## src/rtl/pipe_pkg.sv

```systemverilog
// Shared definitions for the pipeline-stage registers of the RISC-V core.
// Holds the per-stage payload layouts, the NOP payload used as a bubble and
// the default width of the stall/flush performance counters.
package pipe_pkg;

    // Default width of the saturating performance counters.
    localparam int CNT_W_DEFAULT = 16;

    // Common field widths.
    localparam int XLEN  = 32;
    localparam int CTRL_W = 8;
    localparam int RD_W   = 5;

    // Control byte bit positions, identical in every stage payload.
    localparam int CTRL_REGWRITE_BIT = 0;
    localparam int CTRL_MEMWRITE_BIT = 1;
    localparam int CTRL_MEMREAD_BIT  = 2;

    // ID/EX payload: ctrl | rd | pc | imm | rs1 | rs2 (LSB first).
    localparam int ID_EX_CTRL_LSB = 0;
    localparam int ID_EX_RD_LSB   = ID_EX_CTRL_LSB + CTRL_W;
    localparam int ID_EX_PC_LSB   = ID_EX_RD_LSB + RD_W;
    localparam int ID_EX_IMM_LSB  = ID_EX_PC_LSB + XLEN;
    localparam int ID_EX_RS1_LSB  = ID_EX_IMM_LSB + XLEN;
    localparam int ID_EX_RS2_LSB  = ID_EX_RS1_LSB + XLEN;
    localparam int ID_EX_W        = ID_EX_RS2_LSB + XLEN;

    // EX/MEM payload: ctrl | rd | alu result | store data.
    localparam int EX_MEM_CTRL_LSB = 0;
    localparam int EX_MEM_RD_LSB   = EX_MEM_CTRL_LSB + CTRL_W;
    localparam int EX_MEM_ALU_LSB  = EX_MEM_RD_LSB + RD_W;
    localparam int EX_MEM_STD_LSB  = EX_MEM_ALU_LSB + XLEN;
    localparam int EX_MEM_W        = EX_MEM_STD_LSB + XLEN;

    // MEM/WB payload: ctrl | rd | writeback result.
    localparam int MEM_WB_CTRL_LSB = 0;
    localparam int MEM_WB_RD_LSB   = MEM_WB_CTRL_LSB + CTRL_W;
    localparam int MEM_WB_RES_LSB  = MEM_WB_RD_LSB + RD_W;
    localparam int MEM_WB_W        = MEM_WB_RES_LSB + XLEN;

    // NOP payload: every control bit clear, so RegWrite=0 and MemWrite=0.
    localparam logic [ID_EX_W-1:0] BUBBLE_NOP = {ID_EX_W{1'b0}};

endpackage

```

## src/rtl/sat_counter.sv

```systemverilog
// Saturating up-counter for performance debug.
// Ports: clk, rst_n (async active-low), inc (count this cycle),
//        count (current value, sticks at all-ones, clears only on reset).
module sat_counter
    import pipe_pkg::*;
#(
    parameter int CNT_W = CNT_W_DEFAULT
) (
    input  logic             clk,
    input  logic             rst_n,
    input  logic             inc,
    output logic [CNT_W-1:0] count
);

    logic [CNT_W-1:0] count_r;
    logic [CNT_W-1:0] count_nxt_s;

    // Next count: increment unless already saturated.
    always_comb begin
        count_nxt_s = count_r;
        if (inc && (count_r != {CNT_W{1'b1}})) begin
            count_nxt_s = count_r + CNT_W'(1);
        end else begin
            count_nxt_s = count_r;
        end
    end

    // Counter register.
    always_ff @(posedge clk or negedge rst_n) begin
        if (!rst_n) begin
            count_r <= {CNT_W{1'b0}};
        end else begin
            count_r <= count_nxt_s;
        end
    end

    assign count = count_r;

endmodule

```

## src/rtl/pipe_stage_reg.sv

```systemverilog
// Pipeline register between core stages with valid/ready handshake, hazard
// stall, branch flush and an optional skid slot (registered in_ready).
// Ports: clk, rst_n (async active-low); in_valid/in_ready/in_data upstream;
//        out_valid/out_ready/out_data downstream (out_data = BUBBLE when
//        invalid); stall, flush control; occupancy (held beats);
//        stall_cnt, flush_cnt saturating debug counters.
module pipe_stage_reg
    import pipe_pkg::*;
#(
    parameter int                DATA_W = 128,
    parameter int                SKID   = 1,
    parameter logic [DATA_W-1:0] BUBBLE = {DATA_W{1'b0}},
    parameter int                CNT_W  = CNT_W_DEFAULT
) (
    input  logic              clk,
    input  logic              rst_n,
    input  logic              in_valid,
    output logic              in_ready,
    input  logic [DATA_W-1:0] in_data,
    output logic              out_valid,
    input  logic              out_ready,
    output logic [DATA_W-1:0] out_data,
    input  logic              stall,
    input  logic              flush,
    output logic [1:0]        occupancy,
    output logic [CNT_W-1:0]  stall_cnt,
    output logic [CNT_W-1:0]  flush_cnt
);

    localparam logic SKID_EN = (SKID != 0);

    logic              main_valid_r;
    logic [DATA_W-1:0] main_data_r;
    logic              skid_valid_r;
    logic [DATA_W-1:0] skid_data_r;

    logic              main_valid_nxt_s;
    logic [DATA_W-1:0] main_data_nxt_s;
    logic              skid_valid_nxt_s;
    logic [DATA_W-1:0] skid_data_nxt_s;

    logic dn_go_s;
    logic up_go_s;
    logic in_ready_s;
    logic stall_inc_s;
    logic flush_inc_s;

    assign dn_go_s = main_valid_r & out_ready & ~stall;

    // With the skid slot, readiness depends only on a register; without it,
    // a full main register can accept only while it drains this cycle.
    assign in_ready_s = SKID_EN ? ~skid_valid_r
                                : (~main_valid_r | (out_ready & ~stall));
    assign up_go_s    = in_valid & in_ready_s;

    // Next-state of main register and skid slot. The skid slot is only ever
    // occupied while main is, so an empty main implies an empty skid.
    // main_data holds BUBBLE whenever main is empty so out_data is a plain
    // register output.
    always_comb begin
        main_valid_nxt_s = main_valid_r;
        main_data_nxt_s  = main_data_r;
        skid_valid_nxt_s = skid_valid_r;
        skid_data_nxt_s  = skid_data_r;
        if (flush) begin
            // Kills held beats and any beat accepted this cycle.
            main_valid_nxt_s = 1'b0;
            main_data_nxt_s  = BUBBLE;
            skid_valid_nxt_s = 1'b0;
            skid_data_nxt_s  = BUBBLE;
        end else if (!main_valid_r) begin
            if (up_go_s) begin
                main_valid_nxt_s = 1'b1;
                main_data_nxt_s  = in_data;
            end else begin
                main_valid_nxt_s = 1'b0;
            end
        end else if (dn_go_s) begin
            if (skid_valid_r) begin
                // Drain and refill together: main <- skid, skid <- in.
                main_data_nxt_s  = skid_data_r;
                skid_valid_nxt_s = up_go_s & SKID_EN;
                if (up_go_s) begin
                    skid_data_nxt_s = in_data;
                end else begin
                    skid_data_nxt_s = skid_data_r;
                end
            end else if (up_go_s) begin
                main_data_nxt_s = in_data;
            end else begin
                main_valid_nxt_s = 1'b0;
                main_data_nxt_s  = BUBBLE;
            end
        end else begin
            // Main held: an accepted beat parks in the skid slot.
            if (up_go_s) begin
                skid_valid_nxt_s = SKID_EN;
                skid_data_nxt_s  = in_data;
            end else begin
                skid_valid_nxt_s = skid_valid_r;
            end
        end
    end

    // Main register and skid slot state.
    always_ff @(posedge clk or negedge rst_n) begin
        if (!rst_n) begin
            main_valid_r <= 1'b0;
            main_data_r  <= BUBBLE;
            skid_valid_r <= 1'b0;
            skid_data_r  <= BUBBLE;
        end else begin
            main_valid_r <= main_valid_nxt_s;
            main_data_r  <= main_data_nxt_s;
            skid_valid_r <= skid_valid_nxt_s;
            skid_data_r  <= skid_data_nxt_s;
        end
    end

    assign stall_inc_s = main_valid_r & ~dn_go_s;
    assign flush_inc_s = flush & (main_valid_r | skid_valid_r);

    sat_counter #(.CNT_W(CNT_W)) u_stall_cnt (
        .clk   (clk),
        .rst_n (rst_n),
        .inc   (stall_inc_s),
        .count (stall_cnt)
    );

    sat_counter #(.CNT_W(CNT_W)) u_flush_cnt (
        .clk   (clk),
        .rst_n (rst_n),
        .inc   (flush_inc_s),
        .count (flush_cnt)
    );

    assign in_ready  = in_ready_s;
    assign out_valid = main_valid_r;
    assign out_data  = main_data_r;
    assign occupancy = {1'b0, main_valid_r} + {1'b0, skid_valid_r};

endmodule

```

## config.mk

```make
export PLATFORM = sky130hd
export DESIGN_NAME = pipe_stage_reg
export DESIGN_NICKNAME = d
export VERILOG_FILES = /design/src/rtl/pipe_pkg.sv /design/src/rtl/sat_counter.sv /design/src/rtl/pipe_stage_reg.sv
export SDC_FILE = /design/constraint.sdc
export NUM_CORES = 1
export LEC_CHECK = 0
export ABC_CLOCK_PERIOD_IN_PS = 2800
export BUFFER_PORTS_ARGS = -buffer_cell sky130_fd_sc_hd__buf_2
export CORE_MARGIN = 2
export CORE_UTILIZATION = 56
export CTS_CLUSTER_DIAMETER = 50
export DETAILED_ROUTE_END_ITERATION = 10
export GPL_ROUTABILITY_DRIVEN = 1
export PLACE_DENSITY = 0.81
export SKIP_CTS_REPAIR_TIMING = 1
export SLEW_MARGIN = 20
export SYNTH_ARGS = -nofsm -noshare
export SYNTH_HDL_FRONTEND = slang
export SYNTH_HIERARCHICAL = 1
export SYNTH_SLANG_ARGS = --single-unit
```

## constraint.sdc

```tcl
create_clock -name clk -period 2.8 [get_ports clk]
set_input_delay 0.14 -clock clk [delete_from_list [all_inputs] [get_ports clk]]
set_output_delay 0.14 -clock clk [all_outputs]
set_load 0.02 [all_outputs]
```

==> results of run 1 <==
==> cells in the final DEF, fill, tap and decap left out, types with 10 or more instances in the layout <==
cell and instances:
o22ai_1 127, xnor2_1 10, mux2_4 114, clkbuf_16 31, buf_2 295, mux2i_1 128
dlygate4sd3_1 130, nand2b_1 258, buf_12 12, nor2_1 13, nand3_1 10, mux2_1 10
nand4_1 18, dfrtp_1 290
==> per-stage QoR <==
step                cells  utilization  hold WS, ps  setup slack [ps]  power [uW]
finish               1905        0.712         9.77               527       10500
global route         1905        0.712         52.6               340       10900
CTS                  1771        0.662         -441               534       10400
detailed placement   1714        0.623          150               554        6450
global placement     1714        0.623          151               613        6410
floorplan            1155            -         -156               616        5900
==> kinds of logic (layout without fill, tap and decap cells) <==
| group | count (synthesis) | count (layout) |
|---|---|---|
| flops | 290 | 290 |
| buf+inv | 90 | 501 |
| simple gates | 338 | 338 |
| mux | 260 | 260 |
| other cells | 0 | 4 |
| fa+ha+maj | 4 | 4 |
| compound gates | 159 | 159 |
| xor+xnor | 14 | 14 |
==> cell type report <==
cell class	instances	area, um2	share of cell area
clock buffer	46	912	0.0496
sequential	290	7260	0.394
antenna	4	10.0	0.000544
clock inverter	11	72.6	0.00394
multi-input combinational	775	6660	0.362
timing repair buffer	442	3070	0.167
inverter	2	7.51	0.000408
tap	335	419	0.0228
==> power by group through the flow <==
| stage | Clock (uW) | Sequential [uW] | Combinational (uW) |
|---|---|---|---|
| final | 3930 | 4690 | 1860 |
| after global routing | 4180 | 4730 | 1980 |
| after CTS | 3990 | 4690 | 1700 |
| after detailed placement | 0 | 4750 | 1700 |
| after global placement | 0 | 4750 | 1660 |
| after floorplan | 0 | 4950 | 945 |
==> how the worst max path moves through the flow <==
stage	endpoint	cells past startpoint
4_1_cts	u_flush_cnt/count[14]	7
6_report	u_flush_cnt/count[15]	7
3_5_place_dp	u_flush_cnt/count[15]	7
3_3_place_gp	u_flush_cnt/count[14]	7
2_1_floorplan	u_flush_cnt/count[15]	8
5_1_grt	u_flush_cnt/count[14]	7
==> registers in the layout (all words and copies together), names as in the netlist <==
| signal | count |
|---|---|
| u_stall_cnt/count | 16 |
| skid_data_r | 128 |
| skid_valid_r | 1 |
| u_flush_cnt/count | 16 |
| out_valid | 1 |
| out_data | 128 |
==> worst max-delay path: stages, from the launching register on <==
cell     delay, ps
dfrtp_1        520
inv_1          140
ha_1           230
nor2b_1        370
nand4_1        220
nor4_4         240
nand3_2        120
mux2_4         310
==> metal layers <==
layer	up-vias	routed length [um]	GRT usage
met5	-	0	0
met4	0	1110	0.0514
met3	86	2450	0.0545
met2	436	18000	0.382
met1	5496	15600	0.341
li1	4900	-	-
==> run summary, run 1 <==
The tools report the DRC marker count from the first detailed-route iteration as 1042. The pin slew with the least headroom to its limit is 698 ps. The analysis attributes to net switching a power of 2940 uW.

Switching power as a share of total power: 0.280. The leakage power summed over all cells was 0.00870 uW; the area of all placed cells without fillers was 0.0184 mm2. TritonCTS built the clock tree.

Counting instances in the post-synthesis netlist gives the leading cell types as dfrtp_1, nand2b_1, mux2i_1, o22ai_1, mux2_4. The compound-cell area share of the yosys netlist was 0.0719. The run finished with clean final reports. Async set or reset register ratio after synthesis: 1.00. The run gives 0 as the final antenna-violating net count.

In this run the mean area of a mapped cell was 12.7 um2. The width of the die is 166 um, and the combinational share of power is 0.178. The total overflow reported by the global router is 0, and the core box area is 0.0258 mm2. The tools report the beginning of the critical path as skid_valid_r. For the count of TritonRoute iterations in the first routing pass, the log shows 5.

The logs give 10400 for the via count of the first global-routing pass and 7550 uW for the internal power. For the number of antenna violations at the first check in global routing, the log shows 4. The headroom to the max-slew limit is 0.535. The sequential cell fraction of total power is 0.447.

Setup violations remaining at the end of the flow were counted as 0. The run gives 1694 as the number of filler cells placed in the layout. Total count of max-transition violations in the final report: 0. For this run, the post-layout net count is 1680.

In this run the worst path has a maximum fanout of 7. The tools report the sequential element share of the synthesized area as 0.496. In this run the core area contains 59 standard-cell rows.

Setup slack on the worst reg-to-reg path comes out at 530 ps. For this run, the number of Yosys warnings is 6. The die is 166 um tall.

The clock root buffer master was clkbuf_16. The power density normalized to cell area was 570 mW/mm2; the mean number of vias per cell was 5.73. The congestion estimate from routability-driven global placement came to 0.899. Data on the critical path arrives at its endpoint at 2700 ps. For the number of failing hold endpoints at the final stage, the log shows 0. Max-cap violations in this run came to 0. The gate count of the mapped netlist was 1155; the floorplan die area was 0.0275 mm2. The path category of the worst min-delay check was in2reg.

The synthesized-area fraction occupied by adder cells came out at 0.00342. Timing would allow up to 440 MHz. The share of the synthesized area in the top cell type is 0.496, and the number of cells on the worst hold path is 2.

The synthesized design contains 290 register bits. Counting along the longest clock path gives a buffer depth of 3. The endpoint identified for the worst register-to-register timing path is u_flush_cnt/count[15]. The mapped netlist covers 0.0146 mm2.

Setup total negative slack on the finished layout was measured at 0 ps. The worst setup path is captured at a flop. Library cell occupying the most area in the post-synthesis netlist: dfrtp_1.

The netlist uses 47 different library cells. The first global-routing pass estimated 55.3 mm of wire. The xor/xnor cell area share of the yosys netlist was 0.00837; the clock network fraction of design power was 0.375. The all-layer global routing usage was 0.240.

The TritonCTS buffer count came out at 31. The proportion of synthesized area in mux cells is 0.218. By area, the combinational part of the netlist is dominated by multiplexers. The total DRC errors in the routed layout came out at 0.

Among all flip-flop cells after synthesis, the most frequent one is dfrtp_1. The logs give 550 ps for the insertion delay to the later sink of the worst-skew pair and 1 for the number of H-tree levels. In this run the most critical hold path is launched from flush. Setup repair after global routing left no endpoint under its margin. The number of cells on the worst reg-to-reg path is 7. The worst setup path is launched from a flop. The count of buffers added on input and output ports is 297. The tree built by TritonCTS fans out to 290 sinks. Between clock sinks in the finished design, the worst skew comes to 15.7 ps. Final clock period utilization by the worst path: 0.812. The routed wirelength normalized by instance count works out to 19.5 um.

For hold timing, the worst endpoint is out_valid. By area the synthesized netlist is led by dfrtp_1, mux2_4, nand2b_1. The kind of critical path was reg2reg. The total vias in the final route is 10900, and the HPWL after detailed placement is 20.9 mm. Subtracting the final worst setup slack from the clock period gives 2270 ps. In this run, synthesis inferred 0 flip-flops with an integrated enable.

Starting density of the core: 0.567. The most frequent cell after synthesis was dfrtp_1. The launch instance of the worst register-to-register path was skid_valid_r.

The total I/O pin count is 298, and the worst endpoint required time is 3220 ps. The basic-gate share of the synthesized area counting and, or, nand and nor cells was 0.152; the post-synth net total was 1293. The worst IR drop on VDD was 0.000471 V; the routed wire length was 37.2 mm. The fraction of final layout cells sized beyond drive strength 1 was 0.324; the synthesis-to-finish area growth was 25.7%.

After detailed placement, the total cell area comes to 0.0161 mm2. The maximum number of pins on one net before global-route repair is 204, and the clock input transition at the sequential cells of the worst setup and hold paths is 60 ps.
Note: power is estimated with default switching activity, not from simulation.
==> run 2, diff against run 1 <==
--- a/config.mk
+++ b/config.mk
@@ -5,7 +5,8 @@
 export SDC_FILE = /design/constraint.sdc
 export NUM_CORES = 1
 export LEC_CHECK = 0
-export ABC_CLOCK_PERIOD_IN_PS = 2800
+export ABC_AREA = 1
+export ABC_CLOCK_PERIOD_IN_PS = 2200
 export BUFFER_PORTS_ARGS = -buffer_cell sky130_fd_sc_hd__buf_2
 export CORE_MARGIN = 2
 export CORE_UTILIZATION = 56
==> constraint.sdc (replaced) <==
create_clock -name clk -period 2.2 [get_ports clk]
set_input_delay 0.11 -clock clk [delete_from_list [all_inputs] [get_ports clk]]
set_output_delay 0.11 -clock clk [all_outputs]
set_load 0.02 [all_outputs]
==> run 2 against run 1 <==
  * The run now ends with hold timing left
  * Hold slack got worse by 68 ps
  * Cell count up 49%
  * Global-route usage grew 5.2 points
  * Critical path type unchanged
  * Critical endpoint is now skid_data_r[58]
==> run summary, run 2 <==
A synthesized cell averages 7.02 um2. The run gives 28 as the number of distinct standard cells referenced by the synthesized netlist. Setup violations remaining at the end of the flow were counted as 0. The all-layer global routing usage was 0.293. The highest attainable clock frequency is 515 MHz, and the biggest cell delay along the critical path is 660 ps. For the pin with the worst max-slew slack, the measured transition is 853 ps. Counting every net in the synthesized netlist gives 2238. The fraction of final layout cells sized beyond drive strength 1 was 0.170. The logs give 0.0260 mm2 for the core box area and 0.567 for the starting density of the core.

The async set or reset register ratio after synthesis came out at 1.00. By instance count, the leading cell after synthesis is nand2_1. The logs give 0.0114 uW for the leakage power summed over all cells and 0.200 for the combinational share of power. The final layout contains routed wiring with a total length of 44.1 mm. Largest buffer count on any clock path: 3. The logs give 8 for the number of failing hold endpoints at the final stage and 0 for the total DRC errors in the routed layout.

Across the VDD grid, the largest voltage drop is 0.000567 V. The die covers 0.0276 mm2. The flow ran to the end, but the final reports show violations. In this run the clock root is driven by a clkbuf_16. The synthesized cell area is 0.0147 mm2, and the floorplan row count is 59. In this run the power density over the cells is 819 mW/mm2. Clock network fraction of design power: 0.398.

The global-route wire length before repair was 67.4 mm. The first detailed-routing pass took 7 iterations. Leaving out fill and tap cells, the most frequent cells in the layout are nand2_1, buf_2, dfrtp_1. In the routed layout, each cell is associated on average with a via count of 5.29.

The via count of the first global-routing pass is 13600. The commonest cells after synthesis are nand2_1, dfrtp_1, inv_1, nor2_1, nand3_1. For the final antenna-violating net count, the log shows 0.

The total vias in the final route was 15000. The kind of critical path was reg2reg. For the reg-to-reg setup timing slack, the log shows 260 ps. The clock period could shrink to 1940 ps. Timing analysis after detailed placement gives a worst setup slack of 329 ps.

Across the run, the number of max-cap violations was 0. Setup repair after global routing left no endpoint under its margin. The final clock period utilization by the worst path is 0.882, and the switching power as a share of total power is 0.310. For the number of H-tree levels, the log shows 2. The final reports fail on hold timing.

The post-route worst hold slack was -58.5 ps; the width of the die was 166 um. The launch instance of the worst register-to-register path was skid_valid_r. Counting the buffers created by CTS gives 36. In this run the most critical hold path is launched from in_data[70]. Data arrives at the worst endpoint at 2380 ps. In the post-route analysis, the smallest setup slack over all paths is 259 ps. Capture instance of the worst register-to-register path: skid_data_r[58].

For the worst-skew pair, the clock arrives at the later sink with an insertion delay of 520 ps. The synthesized design contains 0 enable-type register cells. The internal portion of the total power is 10700 uW.

Clock-pin slew was measured on the worst setup and hold paths at 60 ps. The worst hold path was traced through 5 stages. The library cell used most frequently in the layout, excluding fill and tap cells, is nand2_1. The synthesized design spends more area on one cell type than any other, namely dfrtp_1.

Number of nets in the layout: 2612. The run gives 0.402 as the sequential cell fraction of total power. DRC marker count from the first detailed-route iteration: 1750. Synthesis inferred 290 register bits. Traced cell by cell, the critical path runs through inv_1, nand2_1, inv_1, nand2_4, buf_4, nand3_1, nand2_1.

The slowest stage of the critical path belongs to the cell buf_4. TritonCTS built the clock tree. The sequential element share of the synthesized area is 0.492, and the clock net sink count is 290. For the weighted congestion reported at the end of routability-driven placement, the log shows 0.888. In this run the count of I/O pins placed on the die edge is 298. In this run the power spent charging and discharging nets is 4800 uW. The worst endpoint required time is 2640 ps. By area the synthesized netlist is led by dfrtp_1, nand2_1, nand3_1.

Overall die height: 166 um. Among all flip-flop cells after synthesis, the most frequent one is dfrtp_1. The synthesis-to-finish area growth works out to 28.5%.

The layout has 1917 filler cells. For hold timing, the worst endpoint is skid_data_r[70]. The worst setup path is launched from a flop. The path category of the worst min-delay check was in2reg. The number of antenna violations at the first check in global routing is 5.

The tools report the headroom to the max-slew limit as 0.431. The logs give 25.7 mm for the HPWL after detailed placement and 2100 for the gate count of the mapped netlist. After detailed routing, the average wire length per cell comes to 15.5 um. In this run the tool buffered the top-level ports with 297 buffer cells. The total overflow reported by the global router is 0, and the maximum number of pins on one net before global-route repair is 130. The share of the synthesized area in the top cell type was 0.492.

The total count of max-transition violations in the final report was 0; the number of cells traversed by the worst register-to-register path was 7. The endpoint type of the worst setup path was a flop. Of all nets on the critical path, the largest fanout is 74.

The post-route clock skew came out at 16.6 ps. Yosys printed 6 warnings. The sum of negative setup slack came out at 0 ps.
==> run 2: worst max-delay path by stage <==
stage | to | depth (start not counted) | slack (ps) | from
global route | skid_data_r[57] | 7 | 110 | skid_valid_r
global placement | u_flush_cnt/count[9] | 8 | 420 | out_valid
CTS | skid_data_r[63] | 7 | 310 | skid_valid_r
floorplan | u_flush_cnt/count[9] | 8 | 310 | out_valid
finish | skid_data_r[58] | 7 | 260 | skid_valid_r
detailed placement | skid_data_r[63] | 7 | 330 | skid_valid_r
==> run 2: final cells by class <==
class | count | area [um2] | share of cell area
clock buffers | 48 | 1010 | 0.0532
flip-flops and latches | 290 | 7260 | 0.383
clock inverters | 16 | 233 | 0.0123
inverters | 173 | 659 | 0.0348
well taps | 335 | 419 | 0.0221
diodes | 5 | 12.5 | 0.000661
repair buffers | 449 | 3130 | 0.165
multi-input cells | 1524 | 6210 | 0.328
==> run 2: routing by layer <==
| metal | global-route usage | wire [um] |
|---|---|---|
| met4 | 0.111 | 1790 |
| met3 | 0.0577 | 3830 |
| met5 | 0 | 13 |
| met2 | 0.466 | 20400 |
| met1 | 0.401 | 18000 |
==> run 2: critical path: cells and delay by family (launching register included) <==
kind	cells	cell delay (ps)
buf+inv	3	870
flops	1	400
simple gates	4	550
==> run 2: cell families after synthesis <==
kind of cell    count (synthesis)  share of synthesized area
compound gates                 13                    0.00569
xor+xnor                        8                    0.00475
fa+ha+maj                       4                    0.00340
buf+inv                       286                     0.0880
flops                         290                      0.492
simple gates                 1499                      0.406
==> run 2: metrics by stage <==
| stage | total power [uW] | cells | instance area, um2 | util |
|---|---|---|---|---|
| 6_report | 15500 | 2840 | 18900 | 0.729 |
| 2_1_floorplan | 8030 | 2100 | 14700 | - |
| 5_1_grt | 16100 | 2839 | 18900 | 0.729 |
| 3_3_place_gp | 9090 | 2649 | 16500 | 0.634 |
| 4_1_cts | 15300 | 2713 | 17700 | 0.681 |
| 3_5_place_dp | 9160 | 2649 | 16500 | 0.634 |
==> run 2: power groups by stage <==
stage	Clock, uW	Sequential (uW)	Combinational (uW)
5_1_grt	6470	6280	3380
2_1_floorplan	0	6710	1320
4_1_cts	6250	6200	2890
6_report	6180	6220	3100
3_3_place_gp	0	6270	2820
3_5_place_dp	0	6290	2870
==> run 3, diff against run 2 <==
--- a/config.mk
+++ b/config.mk
@@ -15,7 +15,6 @@
 export GPL_ROUTABILITY_DRIVEN = 1
 export PLACE_DENSITY = 0.81
 export SKIP_CTS_REPAIR_TIMING = 1
-export SLEW_MARGIN = 20
 export SYNTH_ARGS = -nofsm -noshare
 export SYNTH_HDL_FRONTEND = slang
 export SYNTH_HIERARCHICAL = 1
==> constraint.sdc (replaced) <==
create_clock -name clk -period 2.2 [get_ports clk]
set_input_delay 0.33 -clock clk [delete_from_list [all_inputs] [get_ports clk]]
set_output_delay 0.33 -clock clk [all_outputs]
set_load 0.02 [all_outputs]
==> run 3 against run 2 <==
  * The run now ends clean
  * Routed wire length decreased by 8.9%
  * Non-clock buffer count down 123
  * Setup slack lost 48 ps
  * Sequential power is essentially flat
  * Core utilization fell by 4.7 points
  * Flip-flop and latch count unchanged
  * Die area stayed put
  * Total power decreased by 1.7%
  * Design area fell by 6.5%
  * Critical path depth is 4 lower
  * Maximum frequency is 2.4% lower
  * Critical path type is now reg2out
  * Largest cell class unchanged
  * Largest power group unchanged
==> run summary, run 3 (synthesis gave the netlist of run 2 again) <==
The worst setup slack after layout is 211 ps, and the total I/O pin count is 298. The sum of negative setup slack is 0 ps. The biggest cell delay along the critical path was 550 ps. After clock tree synthesis, the clock-pin slew on the worst setup and hold paths is 50 ps. VDD sags by at most 0.000622 V. The tools report the headroom to the max-slew limit as 0.470. After detailed routing, the total wire length is 40.2 mm. The instance area after placement was 0.0164 mm2. Setup repair after global routing left no endpoint under its margin. For this design, the slowest cell found on the critical path is dfrtp_1.

For the clock network fraction of design power, the log shows 0.404. The number of buffers inserted by port buffering was 297; the overall power was 15200 uW. For the final antenna-violating net count, the log shows 0. The tools report the internal power as 10600 uW. The HPWL after detailed placement is 25.5 mm, and the sequential cell fraction of total power is 0.408.

The all-layer global routing usage is 0.288, and the weighted congestion reported at the end of routability-driven placement is 0.889. The clock passes through at most 3 buffers. For this design the total switching power over the nets is 4650 uW.

The critical path startpoint category is a flop. The tools report the number of antenna violations at the first check in global routing as 10. Via count of the first global-routing pass: 13500.

Highest fanout seen on the critical path: 9. The run gives 0.0177 mm2 as the area of all placed cells without fillers. The most frequent standard cell in the layout excluding fill and tap cells was nand2_1. The run gives 1870 ps as the worst endpoint required time. The clock net sink count is 290, and the insertion delay to the later sink of the worst-skew pair is 510 ps. The startpoint identified for the worst register-to-register timing path is out_valid. The first detailed-routing pass took 6 iterations. Global routing finished with a remaining overflow of 0. The number of max-cap violations is 0, and the synthesis-to-finish area growth is 20.2%.

The leakage power summed over all cells was 0.0109 uW; the combinational share of power was 0.188. At the pin with the least slew margin, the transition time is 796 ps. After floorplanning, the core was sized to cover 0.0260 mm2.

The number of H-tree levels was 2. Traced cell by cell, the critical path runs through inv_2, ha_1, buf_2. Along the worst hold path, the cell count comes to 3. The width of the die was 166 um; the number of failing hold endpoints at the final stage was 0. The highest attainable clock frequency is 503 MHz, and the switching power as a share of total power is 0.306. For the critical path data arrival time, the log shows 1660 ps. In this run the register-to-register setup slack is 270 ps.

For the fraction of the core area covered by cells at the end of the flow, the log shows 0.682. The post-placement worst setup slack came out at 323 ps. The cell sitting at the root of the clock tree is a clkbuf_16.

The minimum period implied by the final worst setup slack was 1990 ps; the fraction of final layout cells sized beyond drive strength 1 was 0.179. Global-route wire length before repair: 66.3 mm. The library cells used most frequently in the layout, excluding fill and tap cells, are nand2_1, buf_2, dfrtp_1. The run gives 7.33 ps as the post-route clock skew. The endpoint type of the worst setup path is a primary output. The flow ran to the end, and the final reports show no timing, DRC or antenna violations.

The number of setup violations in the final report was 0. The kind of critical path is reg2out. Entering global routing, the biggest net connects 130 pins. The path with the worst hold slack has its endpoint at skid_valid_r. Dividing the detail-routed wire length by the instance count gives 14.8 um. The number of cells traversed by the worst register-to-register path works out to 7. TritonCTS built the clock tree. For this run, design rule violations remaining after detail routing come to 0. In this run the power density over the cells is 860 mW/mm2. The mean number of vias per cell was 5.19; the total count of max-transition violations in the final report was 0.

Row generation in the floorplan step produced 59 rows. The die covers 0.0276 mm2. In this run the vertical extent of the chip is 166 um. The min-delay analysis places its worst path in the category in2reg.

The capture instance of the worst register-to-register path was skid_data_r[41]. The final route contains 14100 vias. The final clock period utilization by the worst path works out to 0.904.

The number of nets in the layout came out at 2489. The startpoint identified for the worst hold timing path is in_valid. In this run, the number of DRC markers left after iteration 0 of detailed routing was 1373.

The tools report the starting density of the core as 0.567. The TritonCTS buffer count came out at 36.
run 3: cell count changes in the layout (fill, tap and decap cells not counted):
cell / change
buf_12: -1
buf_4: -1
clkbuf_1: -3
clkinv_2: +1
clkinv_4: +2
clkbuf_8: +2
dlygate4sd3_1: -121
inv_6: -4
diode_2: +4
run 3: layout make-up:
cell class,count,area (um2)
fillers,2179,8270
multi-input cells,1524,6210
clock inverters,15,220
inverters,173,659
well taps,335,419
flip-flops and latches,290,7260
repair buffers,326,1890
diodes,9,22.5
clock buffers,47,1020
run 3: per-layer routing:
layer / up-vias / global-route usage / share of wire
met1: 6579 / 0.389 / 0.42
li1: 6805 / - / -
met2: 631 / 0.456 / 0.46
met4: 2 / 0.117 / 0.028
met3: 93 / 0.0624 / 0.088
met5: - / 0 / 0.00032
run 3: critical path, delay by kind of cell (launching register included):
kind | cells | cell delay (ps)
adders and majority gates | 1 | 340
buffers and inverters | 2 | 270
DFF | 1 | 550
run 3: worst max-delay path by stage:
stage / start / to / slack (ps) / cells after the start
floorplan: flush / u_flush_cnt/count[9] / 240 / 10
global placement: flush / out_data[13] / 360 / 8
detailed placement: flush / out_data[11] / 320 / 8
CTS: out_valid / occupancy[0] / 220 / 3
global route: out_valid / u_flush_cnt/count[9] / 130 / 8
finish: out_valid / occupancy[0] / 210 / 3
run 3: power groups by stage:
stage	clock network, uW	registers (uW)	logic (uW)
CTS	6250	6210	2860
global placement	0	6280	2790
global route	6470	6270	3140
detailed placement	0	6290	2850
finish	6160	6220	2860
floorplan	0	6710	1320
run 3: per-stage QoR:
| stage | hold WS, ps | instances |
|---|---|---|
| after floorplan | 34.4 | 2100 |
| after global routing | 131 | 2719 |
| after CTS | -198 | 2709 |
| final | 113 | 2719 |
| after detailed placement | 331 | 2647 |
| after global placement | 335 | 2647 |
